File: config.mk
export PLATFORM = sky130hd
export DESIGN_NAME = uart_tx
export DESIGN_NICKNAME = d
export VERILOG_FILES = /design/src/rtl/uart_pkg.sv /design/src/rtl/uart_baud_counter.sv /design/src/rtl/uart_tx.sv
export SDC_FILE = /design/constraint.sdc
export NUM_CORES = 1
export LEC_CHECK = 0
export CAP_MARGIN = 20
export CELL_PAD_IN_SITES_DETAIL_PLACEMENT = 1
export CELL_PAD_IN_SITES_GLOBAL_PLACEMENT = 1
export CORE_MARGIN = 10
export CORE_UTILIZATION = 34
export CTS_CLUSTER_SIZE = 40
export DETAILED_ROUTE_END_ITERATION = 8
export GPL_TIMING_DRIVEN = 0
export PLACE_DENSITY = 0.74
export SETUP_SLACK_MARGIN = 0.5
export SKIP_CTS_REPAIR_TIMING = 1
export SYNTH_ARGS = -nofsm -noshare
export SYNTH_HDL_FRONTEND = slang
export SYNTH_SLANG_ARGS = --single-unit
File: constraint.sdc
create_clock -name clk -period 1.3 [get_ports clk]
set_input_delay 0.39 -clock clk [delete_from_list [all_inputs] [get_ports clk]]
set_output_delay 0.39 -clock clk [all_outputs]
set_load 0.005 [all_outputs]
File: src/rtl/uart_pkg.sv
// Shared definitions for the UART transmitter and receiver: FSM states,
// parity mode encodings, the default idle line level and the parity helper.
package uart_pkg;

    typedef enum logic [2:0] {
        ST_IDLE       = 3'd0,
        ST_START      = 3'd1,
        ST_DATA       = 3'd2,
        ST_PARITY_BIT = 3'd3,
        ST_STOP       = 3'd4
    } uart_tx_state_t;

    localparam int PARITY_NONE = 0;
    localparam int PARITY_EVEN = 1;
    localparam int PARITY_ODD  = 2;

    localparam logic UART_IDLE_LEVEL = 1'b0;

    // Unused upper bits are zero, so they never disturb the XOR.
    function automatic logic parity_of(input logic [7:0] word, input int mode);
        return (mode == PARITY_ODD) ? ~(^word) : ^word;
    endfunction

endpackage

File: src/rtl/uart_baud_counter.sv
// Bit-period timer: counts clocks while enabled and flags the last clock of
// each serial bit. Held at zero while disabled so every frame starts aligned.
module uart_baud_counter #(
    parameter int CLKS_PER_BIT = 1
) (
    input  logic clk,
    input  logic reset,
    input  logic enable,
    output logic bit_done
);

    localparam int CW = (CLKS_PER_BIT > 1) ? $clog2(CLKS_PER_BIT) : 1;
    localparam logic [CW-1:0] LAST = CW'(CLKS_PER_BIT - 1);

    logic [CW-1:0] count;

    always_ff @(posedge clk) begin
        if (reset || !enable) begin
            count <= '0;
        end else if (count == LAST) begin
            count <= '0;
        end else begin
            count <= count + CW'(1);
        end
    end

    assign bit_done = enable && (count == LAST);

endmodule

File: src/rtl/uart_tx.sv
// UART transmitter: accepts one word per valid/ready handshake and sends
// start bit, data LSB first, optional parity and stop bit(s) on a registered line.
module uart_tx
    import uart_pkg::*;
#(
    parameter int   CLKS_PER_BIT = 1,
    parameter int   DATA_BITS    = 8,
    parameter int   PARITY       = PARITY_NONE,
    parameter int   STOP_BITS    = 1,
    parameter logic IDLE_LEVEL   = UART_IDLE_LEVEL
) (
    input  logic                 clk,
    input  logic                 reset,
    input  logic [DATA_BITS-1:0] data,
    input  logic                 data_valid,
    output logic                 ready,
    output logic                 signal,
    output logic                 busy,
    output uart_tx_state_t       state
);

    // Handshake: a word transfers on any rising edge where data_valid and
    // ready are both high; ready is high only in IDLE and inputs are ignored
    // otherwise.

    if (CLKS_PER_BIT < 1) begin : g_bad_clks
        $error("uart_tx: CLKS_PER_BIT must be at least 1");
    end
    if (DATA_BITS < 5 || DATA_BITS > 8) begin : g_bad_data
        $error("uart_tx: DATA_BITS must be 5..8");
    end
    if (PARITY < 0 || PARITY > 2) begin : g_bad_parity
        $error("uart_tx: PARITY must be 0, 1 or 2");
    end
    if (STOP_BITS < 1 || STOP_BITS > 2) begin : g_bad_stop
        $error("uart_tx: STOP_BITS must be 1 or 2");
    end

    localparam int BW = $clog2(DATA_BITS + 1);
    localparam logic [BW-1:0] LAST_BIT  = BW'(DATA_BITS - 1);
    localparam logic          LAST_STOP = 1'(STOP_BITS - 1);

    logic [DATA_BITS-1:0] shreg;
    logic [BW-1:0]        bit_cnt;
    logic                 stop_cnt;
    logic                 par_bit;
    logic                 bit_done;

    uart_baud_counter #(
        .CLKS_PER_BIT(CLKS_PER_BIT)
    ) u_baud (
        .clk     (clk),
        .reset   (reset),
        .enable  (state != ST_IDLE),
        .bit_done(bit_done)
    );

    // signal is loaded with the level of the state being entered, so each bit
    // appears on the line one edge after the decision that selects it.
    always_ff @(posedge clk) begin
        if (reset) begin
            state    <= ST_IDLE;
            signal   <= IDLE_LEVEL;
            shreg    <= '0;
            bit_cnt  <= '0;
            stop_cnt <= 1'b0;
            par_bit  <= 1'b0;
        end else begin
            case (state)
                ST_IDLE: begin
                    signal <= IDLE_LEVEL;
                    if (data_valid) begin
                        shreg    <= data;
                        par_bit  <= parity_of(8'(data), PARITY);
                        bit_cnt  <= '0;
                        stop_cnt <= 1'b0;
                        state    <= ST_START;
                        signal   <= ~IDLE_LEVEL;
                    end
                end

                ST_START: begin
                    if (bit_done) begin
                        state  <= ST_DATA;
                        signal <= shreg[0];
                    end
                end

                ST_DATA: begin
                    if (bit_done) begin
                        shreg   <= shreg >> 1;
                        bit_cnt <= bit_cnt + BW'(1);
                        if (bit_cnt == LAST_BIT) begin
                            if (PARITY != PARITY_NONE) begin
                                state  <= ST_PARITY_BIT;
                                signal <= par_bit;
                            end else begin
                                state  <= ST_STOP;
                                signal <= IDLE_LEVEL;
                            end
                        end else begin
                            signal <= shreg[1];
                        end
                    end
                end

                ST_PARITY_BIT: begin
                    if (bit_done) begin
                        state  <= ST_STOP;
                        signal <= IDLE_LEVEL;
                    end
                end

                ST_STOP: begin
                    if (bit_done) begin
                        if (stop_cnt == LAST_STOP) begin
                            state <= ST_IDLE;
                        end else begin
                            stop_cnt <= stop_cnt + 1'b1;
                        end
                    end
                    signal <= IDLE_LEVEL;
                end

                default: begin
                    state  <= ST_IDLE;
                    signal <= IDLE_LEVEL;
                end
            endcase
        end
    end

    assign ready = (state == ST_IDLE);
    assign busy  = (state != ST_IDLE);

endmodule

## After elaboration in Yosys (flattened, before gate mapping)

Cells that the tools add are included.

| storage, ports and cells | value |
|---|---|
| bits in registers | 18 |
| output and inout bits | 6 |
| logic and storage cells | 58 |

| cells by class | value |
|---|---|
| add/sub/neg operators | 3 |
| eq/ne operators | 12 |
| multiplexer cells | 24 |
| bitwise operators | 1 |
| reductions and logical operators | 12 |

Operator list:

| kind | count |
|---|---|
| 3-bit 2-to-1 mux | 7 |
| 8-bit 2-to-1 mux | 2 |
| 8-bit one-hot mux with 2 select lines | 1 |
| 3-bit one-hot mux with 5 select lines | 1 |
| 2-bit != test (second input constant) | 7 |
| 3-bit AND reduction | 3 |
| 1-bit 2-to-1 mux | 8 |
| 4-bit 2-to-1 mux | 2 |
| 4-bit one-hot mux with 2 select lines | 1 |
| 7-bit AND reduction | 1 |
| 3-bit by 2-bit == test with 1-bit output (second input constant) | 2 |
| 4-bit by 1-bit adder with 4-bit output (second input constant) | 1 |
| 4-bit by 3-bit == test with 1-bit output (second input constant) | 1 |
| 1-bit one-hot mux with 4 select lines | 1 |
| 2-bit nonzero test | 2 |
| 3-bit by 1-bit == test with 1-bit output (second input constant) | 1 |
| 3-bit == test (second input constant) | 1 |
| 3-bit zero test | 1 |
| 3-bit nonzero test | 1 |
| 1-bit adder (second input constant) | 2 |
| 1-bit one-hot mux with 2 select lines | 1 |
| 2-bit OR reduction | 1 |
| 1-bit logical AND | 1 |
| 1-bit zero test | 1 |
| 2 further kinds | 2 |

## Depth between registers and ports, before layout

| depth | value |
|---|---|
| depth in word-level cells | 4 |
| gate-level depth with buffers | 6 |
| depth with buffers taken out | 5 |

## Hierarchy

From an unflattened synthesis, not the netlist that was laid out.

| second synthesis, totals | value |
|---|---|
| cells, all modules | 99 |
| area, all modules | 854.6 µm² |

Modules (own cells, without submodules):

| module | times used | cells each | area each (µm²) |
|---|---|---|---|
| uart_tx | 1 | 96 | 817.0 |
| uart_baud_counter | 1 | 3 | 37.5 |

## Worst setup path before layout

No wires, ideal clock.

| path | value |
|---|---|
| path type | reg2out |
| from | register state[0] |
| to | output busy |
| data arrival time | 1.142 ns |
| data required time | 0.910 ns |
| setup slack | -0.232 ns |
| cell stages (with the launch flop) | 4 |
| path buffers | 1 |
| path through | dfxtp_1 > buf_2 > nor3_1 > inv_1 |

| between the ends | value |
|---|---|
| word-level cells in the longest chain between the ends | 1 |

RTL lines:

| what | RTL line | source |
|---|---|---|
| start, declared | uart_tx.sv:19 | `output uart_tx_state_t state` |
| start signal, assigned | uart_tx.sv:62 | `state <= ST_IDLE;` |
| start signal, assigned | uart_tx.sv:77 | `state <= ST_START;` |
| start signal, assigned | uart_tx.sv:84 | `state <= ST_DATA;` |
| 3-bit nonzero test | uart_tx.sv:134 | `assign busy = (state != ST_IDLE);` |
| end, declared | uart_tx.sv:18 | `output logic busy,` |

No other way between the ends.

## Final worst setup path

| path | value |
|---|---|
| from | register state[1] |
| to | output ready |

| between the ends | value |
|---|---|
| word-level cells in the longest chain between the ends | 1 |

RTL lines:

| what | RTL line | source |
|---|---|---|
| 3-bit zero test | uart_tx.sv:133 | `assign ready = (state == ST_IDLE);` |
| end, declared | uart_tx.sv:16 | `output logic ready,` |

No other way between the ends.

==> results by group <==
Floorplan
  – DIE AREA: 0.00510 mm2
  – Width of the die: 71.4 um
  – Initial Util: 0.359
  – Core Area: 0.00250 mm2
  – Io pins: 17
  – Rows: 18
  – Die Y: 71.4 um

Yosys
  – Mapped Cells: 91
  – Syn. warnings: 0
  – Synth Register Bits: 17
  – Post-synth ARST share: 0
  – Post-synthesis cell type count: 36
  – Main synth FF type: dfxtp_1
  – Seq/Total Area, Yosys: 0.379
  – Dominant cells by area after synthesis: dfxtp_1 (38%), mux2i_1 (7.8%), a211oi_2 (5.6%)
  – Number of synthesized flops with an enable pin: 0
  – Top-area cell type share of the netlist area: 0.379
  – Post-Syn Nets: 103
  – Synthesized area per cell: 9.87 um2
  – Area leader, netlist: dfxtp_1
  – Synth Cell Area: 898 um2

Critical path
  – Critical Path Fanout Max: 7
  – Crit start category: register
  – Reg2Reg Launch Point: state[2]$_SDFFE_PP0P_
  – CP cell instances: buf_8 > nor3_4 > buf_4 > buf_6
  – Reg2reg end: signal$_SDFFE_PP0P_
  – CP peak stage delay: 0.36 ns
  – Slowest CP cell: dfxtp_4
  – FF-to-FF setup slack: -0.18 ns
  – Critical Path Sink Type: primary output
  – WP buf/inv: 3
  – Worst EP required: 0.91 ns
  – CP Class: register to primary output
  – Reg2Reg Depth: 7
  – Worst path arrival time: 1.27 ns
  – Delay-heaviest family, CP: buffers and inverters

Power
  – Peak supply drop: 585 uV
  – Leakage: 0.516 nW
  – Power density over cell area: 1010 mW/mm2
  – Final Power: 1.42 mW

Worst hold path
  – Hold EP: shreg[7]$_SDFFE_PP0P_
  – Min-delay src: shreg[7]$_SDFFE_PP0P_
  – Hold path cells: 2
  – Worst hold-check path type: register to register

Clock tree
  – Total CTS buffers: 3
  – Root Driver: clkbuf_4
  – Clock transition at the registers of the reported paths: 0.10 ns
  – CTS HTree Levels: 1
  – Clock Latency Late Sink: 0.29 ns
  – TritonCTS Sinks: 17
  – Clock Path Buffers: 2
  – CTS tree: yes

Drt
  – Topmost layer with routed signal wires: met4
  – Vias: 830
  – # DRC: 0
  – Met2 wire length: 1380 um
  – Final wirelength: 2710 um
  – Initial DRC count: 14
  – TritonRoute pass-1 iters: 4
  – Detail Route Antenna Nets: 0
  – Met3 routed WL: 79 um
  – M1 WL: 1220 um
  – Vias per cell: 5.32
  – Mean routed wirelength per cell: 17.4 um

Global route
  – Initial antenna violation count: 0
  – Vias in the first global route: 783
  – First-pass GRT wire length: 3750 um
  – Largest net degree at the start of global routing: 11
  – Tot GR Track Use: 0.0911
  – GRT overflow: 0

Job
  – MaxCap Viol Count: 0

STA
  – Tmin final: 1.66 ns
  – Hold slack: 0.506 ns
  – RSZ-0062 raised after global routing: true
  – Final Hold Fails: 0
  – Crit share post-route: 1.28
  – Clock skew: 0.00292 ns
  – Final number of max-transition violations: 0
  – PnR worst setup slack: -0.362 ns
  – F_max: 602 MHz
  – Final setup vio count: 13

Layout
  – Layout area overhead: 57.2%
  – Layout cell share with drive strength beyond 1: 0.516
  – Fin nets: 139
  – Post-route cell area: 0.00141 mm2
  – ANT cells: 0
  – Commonest cells after routing, fill and taps aside: buf_4 (14), dfxtp_1 (12), buf_6 (8), nor2_1 (8), clkdlybuf4s50_1 (8)
  – Commonest non-fill, non-tap cell in the layout: buf_4
  – Final core utilization: 0.565

Placed design
  – Port bufs: 15
  – Hpwl dp: 1660 um
  – Placer Congestion: 0.746
  – Placed Area: 0.00117 mm2

Status
  – Violated checks: negative setup slack
  – Status: finished with violations
-- Yosys cell counts, types with 2 or more instances --
library cell	count
dfxtp_1	17
nor2_1	12
mux2i_1	7
a211oi_1	5
a211oi_2	4
nand2_1	4
a21oi_1	3
a32oi_1	3
buf_2	3
nand2b_1	3
inv_1	2
nand4_1	2
nor3_1	2
o211ai_1	2
-- final cells by class --
type                    instances  area (um2)
clock buffers                   3        22.5
fillers                       269        1090
inverters                       2        7.51
clock inverters                 1        5.00
multi-input cells              65         639
plain buffers                   7        80.1
well taps                      30        37.5
repair buffers                 31         269
flip-flops and latches         17         352
-- layer usage --
metal | GRT usage | vias up
met2 | 0.143 | 14
met3 | 0.0262 | 4
met5 | 0 | -
met1 | 0.110 | 409
met4 | 0.0452 | 0
li1 | - | 403
-- sequential cells by signal, indices dropped and copies added (netlist names) --
signal and cells:
bit_cnt 4, shreg 8, signal 1, state 3
u_baud.count 1
-- where the power goes --
group          internal, mW  switching (mW)  leakage (nW)
Clock                 0.115           0.178        0.0177
Sequential            0.568          0.0444         0.142
Combinational         0.271           0.245         0.356
Total                 0.954           0.467         0.516
-- kinds of logic after synthesis --
| kind of cell | count (synthesis) | share of synthesized area |
|---|---|---|
| AND/OR/NAND/NOR | 28 | 0.167 |
| AO/OA/AOI/OAI | 24 | 0.260 |
| flip-flops | 17 | 0.379 |
| buffers and inverters | 9 | 0.0543 |
| multiplexers | 8 | 0.0905 |
| adder cells (fa/ha/maj) | 2 | 0.0251 |
| XOR/XNOR | 2 | 0.0195 |
| other | 1 | 0.00417 |
-- stage by stage --
stage | setup WS, ns | TNS (ns) | std cells
2_1_floorplan | -0.0380 | -0.169 | 91
3_3_place_gp | -0.695 | -9.06 | 136
3_5_place_dp | -0.726 | -9.43 | 136
4_1_cts | -0.898 | -7.17 | 140
5_1_grt | -0.459 | -3.50 | 156
6_report | -0.362 | -2.20 | 156
-- worst max path at each step --
stage | from | endpoint | slack (ns) | cells past startpoint
2_1_floorplan | state[1]$_SDFFE_PP0P_ | shreg[6]$_SDFFE_PP0P_ | -0.04 | 6
3_3_place_gp | data_valid | shreg[6]$_SDFFE_PP0P_ | -0.70 | 6
3_5_place_dp | data_valid | shreg[6]$_SDFFE_PP0P_ | -0.73 | 6
4_1_cts | state[0]$_SDFFE_PP0P_ | ready | -0.90 | 3
5_1_grt | state[1]$_SDFFE_PP0P_ | ready | -0.46 | 4
6_report | state[1]$_SDFFE_PP0P_ | ready | -0.36 | 4
-- tightest hold or removal path: stages (launching register included) --
cell     delay [ns]
dfxtp_1        0.34
a32oi_1        0.06
nor2_1         0.08
(Power assumes the default switching activity.)
